$ cat config.mk
export PLATFORM = sky130hd
export DESIGN_NAME = trojan_monitor
export DESIGN_NICKNAME = d
export VERILOG_FILES = /design/src/rtl/trojan_pkg.sv /design/src/rtl/trojan_sat_counter.sv /design/src/rtl/trojan_monitor.sv
export SDC_FILE = /design/constraint.sdc
export NUM_CORES = 1
export LEC_CHECK = 0
export BUFFER_PORTS_ARGS = -buffer_cell sky130_fd_sc_hd__buf_4
export CAP_MARGIN = 25
export CORE_AREA = 4 4 93 95
export DETAILED_ROUTE_END_ITERATION = 8
export DIE_AREA = 0 0 97 99
export SLEW_MARGIN = 0
export SYNTH_ARGS = -nofsm -noshare
export SYNTH_HDL_FRONTEND = slang
export SYNTH_SLANG_ARGS = --single-unit
$ cat constraint.sdc
create_clock -name clk -period 1.84 [get_ports clk]
set_input_delay 0.184 -clock clk [delete_from_list [all_inputs] [get_ports clk]]
set_output_delay 0.184 -clock clk [all_outputs]
set_load 0.05 [all_outputs]
$ cat src/rtl/trojan_pkg.sv
// Shared types and widths for the key-path trojan monitor.
// Holds the key/trigger widths and the monitor FSM state encoding.
package trojan_pkg;

  localparam int KEY_W  = 56;
  localparam int TRIG_W = 32;

  typedef enum logic [1:0] {
    IDLE  = 2'd0,
    WATCH = 2'd1,
    ALARM = 2'd2
  } state_e;

endpackage

$ cat src/rtl/trojan_sat_counter.sv
// Saturating up-counter with synchronous clear and enable.
// nxt_o exposes the saturated increment so callers can look ahead.
module trojan_sat_counter #(
  parameter int W = 8
) (
  input  logic         clk,
  input  logic         rst,
  input  logic         clr_i,
  input  logic         en_i,
  output logic [W-1:0] cnt_o,
  output logic [W-1:0] nxt_o
);

  localparam logic [W-1:0] MAX = '1;

  logic [W-1:0] cnt_q;
  logic [W-1:0] cnt_d;

  // Saturated increment of the current count.
  always_comb begin
    nxt_o = cnt_q;
    if (cnt_q != MAX) nxt_o = cnt_q + 1'b1;
  end

  // Clear wins over enable.
  always_comb begin
    cnt_d = cnt_q;
    if (clr_i)     cnt_d = '0;
    else if (en_i) cnt_d = nxt_o;
  end

  // Count register.
  always_ff @(posedge clk or posedge rst) begin
    if (rst) cnt_q <= '0;
    else     cnt_q <= cnt_d;
  end

  assign cnt_o = cnt_q;

endmodule

$ cat src/rtl/trojan_monitor.sv
// Counts key/payload mismatches and raises an alarm at THRESHOLD.
// Define TROJAN_MONITOR_LOG_EN to build the diff_mask/last_trigger logs.
module trojan_monitor
  import trojan_pkg::*;
#(
  parameter int THRESHOLD = 3,
  parameter int CNT_W     = 8
) (
  input  logic              clk,
  input  logic              rst,
  input  logic [KEY_W-1:0]  key,
  input  logic [KEY_W-1:0]  payload,
  input  logic [TRIG_W-1:0] trigger,
  input  logic              valid,
  input  logic              alarm_ack,
  output logic              alarm,
  output logic [CNT_W-1:0]  mismatch_count,
  output logic [KEY_W-1:0]  diff_mask,
  output logic [TRIG_W-1:0] last_trigger
);

  state_e           state_q;
  state_e           state_d;
  logic             mism;
  logic             cnt_clr;
  logic             cnt_en;
  logic             log_en;
  logic [CNT_W-1:0] cnt_nxt;

  assign mism = valid && (payload != key);

  trojan_sat_counter #(
    .W (CNT_W)
  ) u_cnt (
    .clk   (clk),
    .rst   (rst),
    .clr_i (cnt_clr),
    .en_i  (cnt_en),
    .cnt_o (mismatch_count),
    .nxt_o (cnt_nxt)
  );

  // Next state: acknowledge beats a same-edge mismatch.
  always_comb begin
    state_d = state_q;
    cnt_clr = 1'b0;
    cnt_en  = 1'b0;
    log_en  = 1'b0;
    if (alarm_ack) begin
      state_d = IDLE;
      cnt_clr = 1'b1;
    end else if (mism) begin
      cnt_en = 1'b1;
      log_en = 1'b1;
      case (state_q)
        IDLE, WATCH: begin
          if (32'(cnt_nxt) >= THRESHOLD) state_d = ALARM;
          else                           state_d = WATCH;
        end
        ALARM:   state_d = ALARM;
        default: state_d = IDLE;
      endcase
    end
  end

  // State register.
  always_ff @(posedge clk or posedge rst) begin
    if (rst) state_q <= IDLE;
    else     state_q <= state_d;
  end

  assign alarm = (state_q == ALARM);

`ifdef TROJAN_MONITOR_LOG_EN
  logic [KEY_W-1:0]  diff_q;
  logic [TRIG_W-1:0] trig_q;

  // Capture the most recent accepted mismatching sample.
  always_ff @(posedge clk or posedge rst) begin
    if (rst) begin
      diff_q <= '0;
      trig_q <= '0;
    end else if (log_en) begin
      diff_q <= payload ^ key;
      trig_q <= trigger;
    end
  end

  assign diff_mask    = diff_q;
  assign last_trigger = trig_q;
`else
  logic unused_log;
  assign unused_log   = log_en ^ (^trigger);
  assign diff_mask    = '0;
  assign last_trigger = '0;
`endif

endmodule

-- Yosys cells after proc, flatten, opt, wreduce, memory -nomap -nowiden
Index checks and enable logic that the tools add are counted.
- input port bits: 148
- bits in registers: 10
- add/subtract/negate cells: 1
- reductions and logical operators: 5
- equality and inequality tests: 4
- muxes and demuxes: 10
- $lt $le $gt $ge: 1
- operators by type and width (kind ; number):
    inequality test 56 bit ; 1
    two-way mux 8 bit ; 3
    adder 8 x 1 -> 8 bit (second input constant) ; 1
    >= comparator 8 x 2 -> 1 bit (second input constant) ; 1
    inequality test 8 bit (second input constant) ; 1
    two-way mux 2 bit ; 3
    one-hot mux 2 bit (2 select lines) ; 1
    nonzero test 2 bit ; 2
    two-way mux 1 bit ; 3
    == test 2 x 1 -> 1 bit (second input constant) ; 1
    == test 2 bit (second input constant) ; 1
    logical NOT 2 bit ; 1
    OR reduction 2 bit ; 1
    logical AND 1 bit ; 1

-- Logic depth before layout (Yosys ltp)
- depth after elaboration: 7
- gate-level depth with buffers: 7

-- By module
From an unflattened synthesis, not the netlist that was laid out.
- cell total of the unflattened synthesis: 249
- area, all modules: 2050.7 sq um
- by module, submodules not included (module ; area each (sq um) ; cells an instance ; instances ; sequential area each (sq um)):
    trojan_monitor ; 1440.1 ; 180 ; 1 ; 50.0
    trojan_sat_counter ; 610.6 ; 69 ; 1 ; 200.2

-- Worst setup path before layout
Ideal clock, no wire load.
- kind: register to register
- start point: reg u_cnt.cnt_q[0] (netlist: u_cnt.cnt_o[0])
- end point: reg state_q[0]
- setup time: 0.095 ns
- arrival: 1.821 ns
- cell stages (with the launch flop): 7
- slack: -0.076 ns
- data required time: 1.745 ns
- clock period less this slack: 1.916 ns
- path through: dfrtp_1 > ha_1 > nand4_1 > or2_2 > nand2_1 > o2111ai_1 > o31ai_1
- word-level cells in the longest chain between the ends: 7
- RTL lines (item ; RTL line ; source):
    start, declared ; trojan_sat_counter.sv:16 ; logic [W-1:0] cnt_q;
    start signal, assigned ; trojan_sat_counter.sv:35 ; else cnt_q <= cnt_d;
    adder 8 x 1 -> 8 bit / inequality test 8 bit (equally long branches) ; trojan_sat_counter.sv:22 ; if (cnt_q != MAX) nxt_o = cnt_q + 1'b1;
    two-way mux 8 bit * ; trojan_sat_counter.sv:22 ;
    >= comparator 8 x 2 -> 1 bit * ; trojan_monitor.sv:57 ; if (32'(cnt_nxt) >= THRESHOLD) state_d = ALARM;
    two-way mux 2 bit * ; trojan_monitor.sv:57 ;
    one-hot mux 2 bit (2 select lines) * ; trojan_monitor.sv:55 ; case (state_q)
    two-way mux 2 bit * ; trojan_monitor.sv:52 ; end else if (mism) begin
    two-way mux 2 bit * ; trojan_monitor.sv:49 ; if (alarm_ack) begin
    end signal, assigned ; trojan_monitor.sv:69 ; else state_q <= state_d;
    end, declared ; trojan_monitor.sv:22 ; state_e state_q;
Mark *: on every way between the ends. The rest lies on a longest branch, timed or not. The select of a mux whose other input is x is not followed.
A chain may end at the register's enable or synchronous reset.

-- Final worst setup path
- start point: reg u_cnt.cnt_q[4] (netlist: u_cnt.cnt_o[4])
- end point: reg state_q[0]
Same word-level chain as after synthesis.

==> summary by stage <==
Outcome
The run finished with clean final reports.

Yosys
The dominant synthesized flop cell is sky130_fd_sc_hd__dfrtp_1. The mapped cell area is 0.00194 mm². In this run the biggest area consumer among cell types represents 34.1% of the synthesized area. The flip-flop and latch count after synthesis is 10. After synthesis, the share of flip-flops with an asynchronous set or reset is 100%. By count the netlist is led by 88 x sky130_fd_sc_hd__buf_4, 57 x sky130_fd_sc_hd__xnor2_1, 16 x sky130_fd_sc_hd__nand4_1. The number of distinct standard cells referenced by the synthesized netlist is 29. The synthesized area per cell is 8.08 µm². The largest total area in the synthesized netlist belongs to sky130_fd_sc_hd__buf_4. By area the synthesized netlist is led by sky130_fd_sc_hd__buf_4 34%, sky130_fd_sc_hd__xnor2_1 26%, sky130_fd_sc_hd__dfrtp_1 13%, sky130_fd_sc_hd__nand4_1 5.2%, sky130_fd_sc_hd__a21oi_1 2.3%. The most used standard cell by instance count after synthesis is sky130_fd_sc_hd__buf_4. The fraction of the yosys area taken by sequential cells is 12.9%. The count of mapped cells out of synthesis is 240. The number of warnings issued by yosys is 0.

In this run, synthesis inferred 0 flip-flops with an integrated enable.

STA
The number of pins exceeding their max-slew limit in the final report was 0. The final critical path takes up 93.5% of the cycle. The final critical path time including I/O delays and setup is 1.72 ns. The highest clock frequency the design can meet is 581 MHz. After routing, the total negative slack on setup checks comes to 0 ns. Setup repair after global routing left no endpoint under its margin. Setup violations remaining at the end of the flow were counted as 0. The worst-case clock skew is 0.00924 ns. The number of hold-slack violations in the final timing report is 0.

Detailed routing
The total vias in the final route is 1801. The first TritonRoute pass finished after 4 iterations. For this block, the initial DRC count from the detailed router was 32. The count of nets left with antenna violations once routing finished came out at 0. The via density per instance is 3.81. After detailed routing, the average wire length per cell comes to 12.4 µm. The final wirelength is 5850 µm. The post-detailed-route DRC marker count is 0.

Setup path
The worst setup path is launched from a flip-flop. Traced cell by cell, the critical path runs through or4_1 -> nor3_1 -> o2111ai_1 -> o31ai_1. The worst setup path is captured at a flip-flop. The data arrival time at the worst-slack endpoint is 1.87 ns. At the worst endpoint, the required time is 1.99 ns. The maximum net fanout on the critical path is 7.

The critical path start-end classification is reg -> reg. The largest incremental delay on the critical path is 0.51 ns. The largest individual stage delay along the critical path comes from the cell sky130_fd_sc_hd__or4_1.

Pwr
The overall power consumption is 1400 µW. The power per cell area is 506 mW/mm². Across the VDD grid, the largest voltage drop is 0.243 mV. The leakage power total is 0.00132 µW.

Cells and area
The final-stage net count is 521. The share of final-layout standard cells stronger than drive strength 1 is 38.5%. The finished layout holds 473 standard cells, fillers aside. The number of diodes added for antenna fixing is 0. The layout filler cell count is 844. The area growth from synthesis to final layout is 42.4%.

CTS
Clock tree synthesis inserted a total of 3 buffers. The clock tree from TritonCTS is yes. Counting along the longest clock path gives a buffer depth of 2. The maximum level of the CTS H-tree is 1.

The clock-pin transition on the worst setup and hold timing paths is 0.05 ns. The later pin in the worst-skew pair is clocked with a latency of 0.24 ns. The clock root buffer is sky130_fd_sc_hd__clkbuf_8. The TritonCTS sink count is 10.

Global route
The maximum number of pins on one net before global-route repair is 15. The number of antenna violations at the first check in global routing is 0. The first-pass GRT wire length is 8800 µm. The number of global-route vias before repair is 1766. Global routing used 11.0% of the available tracks. The global-route congestion overflow total is 0.

Die
The initial core utilization is 25.1%. The floorplan step defined a die boundary enclosing 0.00960 mm². Measured along the y axis, the die boundary spans 99 µm.

The top-level I/O count is 245. In this run the standard cell core region covers 0.00773 mm². The die is 97 µm wide. The number of rows in the core area is 32.

Flow run
The count of maximum capacitance violations is 0.

Placement
Routability-driven placement finished with a final weighted congestion of 0.877. The cell count after placement is 466. Detailed placement finished with a half-perimeter wire length of 5310 µm. Buffers placed on the I/O ports in this run total 124.

Worst hold path
The worst hold path belongs to the class in -> reg.
## worst max-delay path: cells and delay by family, from the launching register on
kind	cells	cell delay [ns]
AOI/OAI and AO/OA	2	0.49
and+or+nand+nor	2	0.69
DFF	1	0.45
## layout by cell type, fill, tap and decap left out, types with 2 or more instances in the layout
cell type | Yosys | layout
sky130_fd_sc_hd__a21oi_1 | 9 | 9
sky130_fd_sc_hd__a311oi_1 | 3 | 3
sky130_fd_sc_hd__and3_1 | 2 | 2
sky130_fd_sc_hd__buf_4 | 88 | 129
sky130_fd_sc_hd__clkbuf_8 | 0 | 4
sky130_fd_sc_hd__conb_1 | 1 | 88
sky130_fd_sc_hd__dfrtp_1 | 10 | 7
sky130_fd_sc_hd__dfrtp_2 | 0 | 3
sky130_fd_sc_hd__inv_1 | 2 | 2
sky130_fd_sc_hd__nand2_1 | 6 | 6
sky130_fd_sc_hd__nand3_1 | 5 | 5
sky130_fd_sc_hd__nand4_1 | 16 | 16
sky130_fd_sc_hd__nor2_1 | 6 | 6
sky130_fd_sc_hd__nor2b_1 | 5 | 5
sky130_fd_sc_hd__nor3_1 | 2 | 2
sky130_fd_sc_hd__nor4_2 | 3 | 3
sky130_fd_sc_hd__o2111ai_1 | 2 | 2
sky130_fd_sc_hd__o21ai_0 | 8 | 8
sky130_fd_sc_hd__o31ai_1 | 2 | 2
sky130_fd_sc_hd__or4_1 | 2 | 2
sky130_fd_sc_hd__xnor2_1 | 57 | 57
## path summary, 6_finish.rpt
kind,from,endpoint,slack [ns],cells past startpoint
min in group asynchronous,rst,u_cnt.cnt_o[5],0.48,3
max reg2reg,u_cnt.cnt_o[4],state_q[0],0.12,4
min,alarm_ack,u_cnt.cnt_o[6],0.22,2
max,u_cnt.cnt_o[4],state_q[0],0.12,4
min reg2reg,state_q[1],state_q[1],0.60,3
max in group asynchronous,rst,u_cnt.cnt_o[0],1.05,3
## layer usage
metal,share of wire [%],track usage [%],vias up
li1,-,-,899
met1,38,13.4,796
met2,53,19.9,101
met3,8.5,2.34,5
met4,0.79,2.38,0
met5,0,0,-
## power by group
part / internal, µW / switching [µW] / total [µW]
clock network: 189 / 92.9 / 282
registers: 234 / 16.7 / 250
logic: 288 / 577 / 865
total: 711 / 686 / 1400
## state kept, by name (all words and copies together) (netlist names)
signal and cells:
state_q 2, u_cnt.cnt_o 8
## logic make-up after synthesis
kind of cell	share of synthesized area (%)
flops	12.9
mux	0.774
buf+inv	35.2
fa+ha+maj	0.645
xor+xnor	26.2
other cells	0.193
simple gates	16.2
compound gates	7.81
## through the flow
step	worst slack, ns	instance area [µm²]	hold slack, ns	utilization (%)
2_1_floorplan	0.0848	2270	0.0240	-
3_3_place_gp	0.0195	2670	0.202	34.6
5_1_grt	0.0155	2760	0.236	35.7
4_1_cts	0.108	2740	0.213	35.4
6_report	0.119	2760	0.219	35.7
3_5_place_dp	0.0114	2670	0.199	34.6
## repair_timing
| action | in CTS | in global routing |
|---|---|---|
| resized for setup | 0 | 3 |
| endpoints found under the hold margin | 10 | 0 |
| setup buffers | 0 | 2 |
| hold buffers | 1 | 0 |
| endpoints found under the setup margin | 0 | 1 |
## area by class of cell
class                           count  area (µm²)  area share (%)
Tap cell                          102         128            4.63
Multi-Input combinational cell    225        1340            48.4
Timing Repair Buffer              130         978            35.5
Clock buffer                        4        55.1            2.00
Sequential cell                    10         254            9.21
Inverter                            2        7.51           0.272
Power figures use the tool's default switching activity.
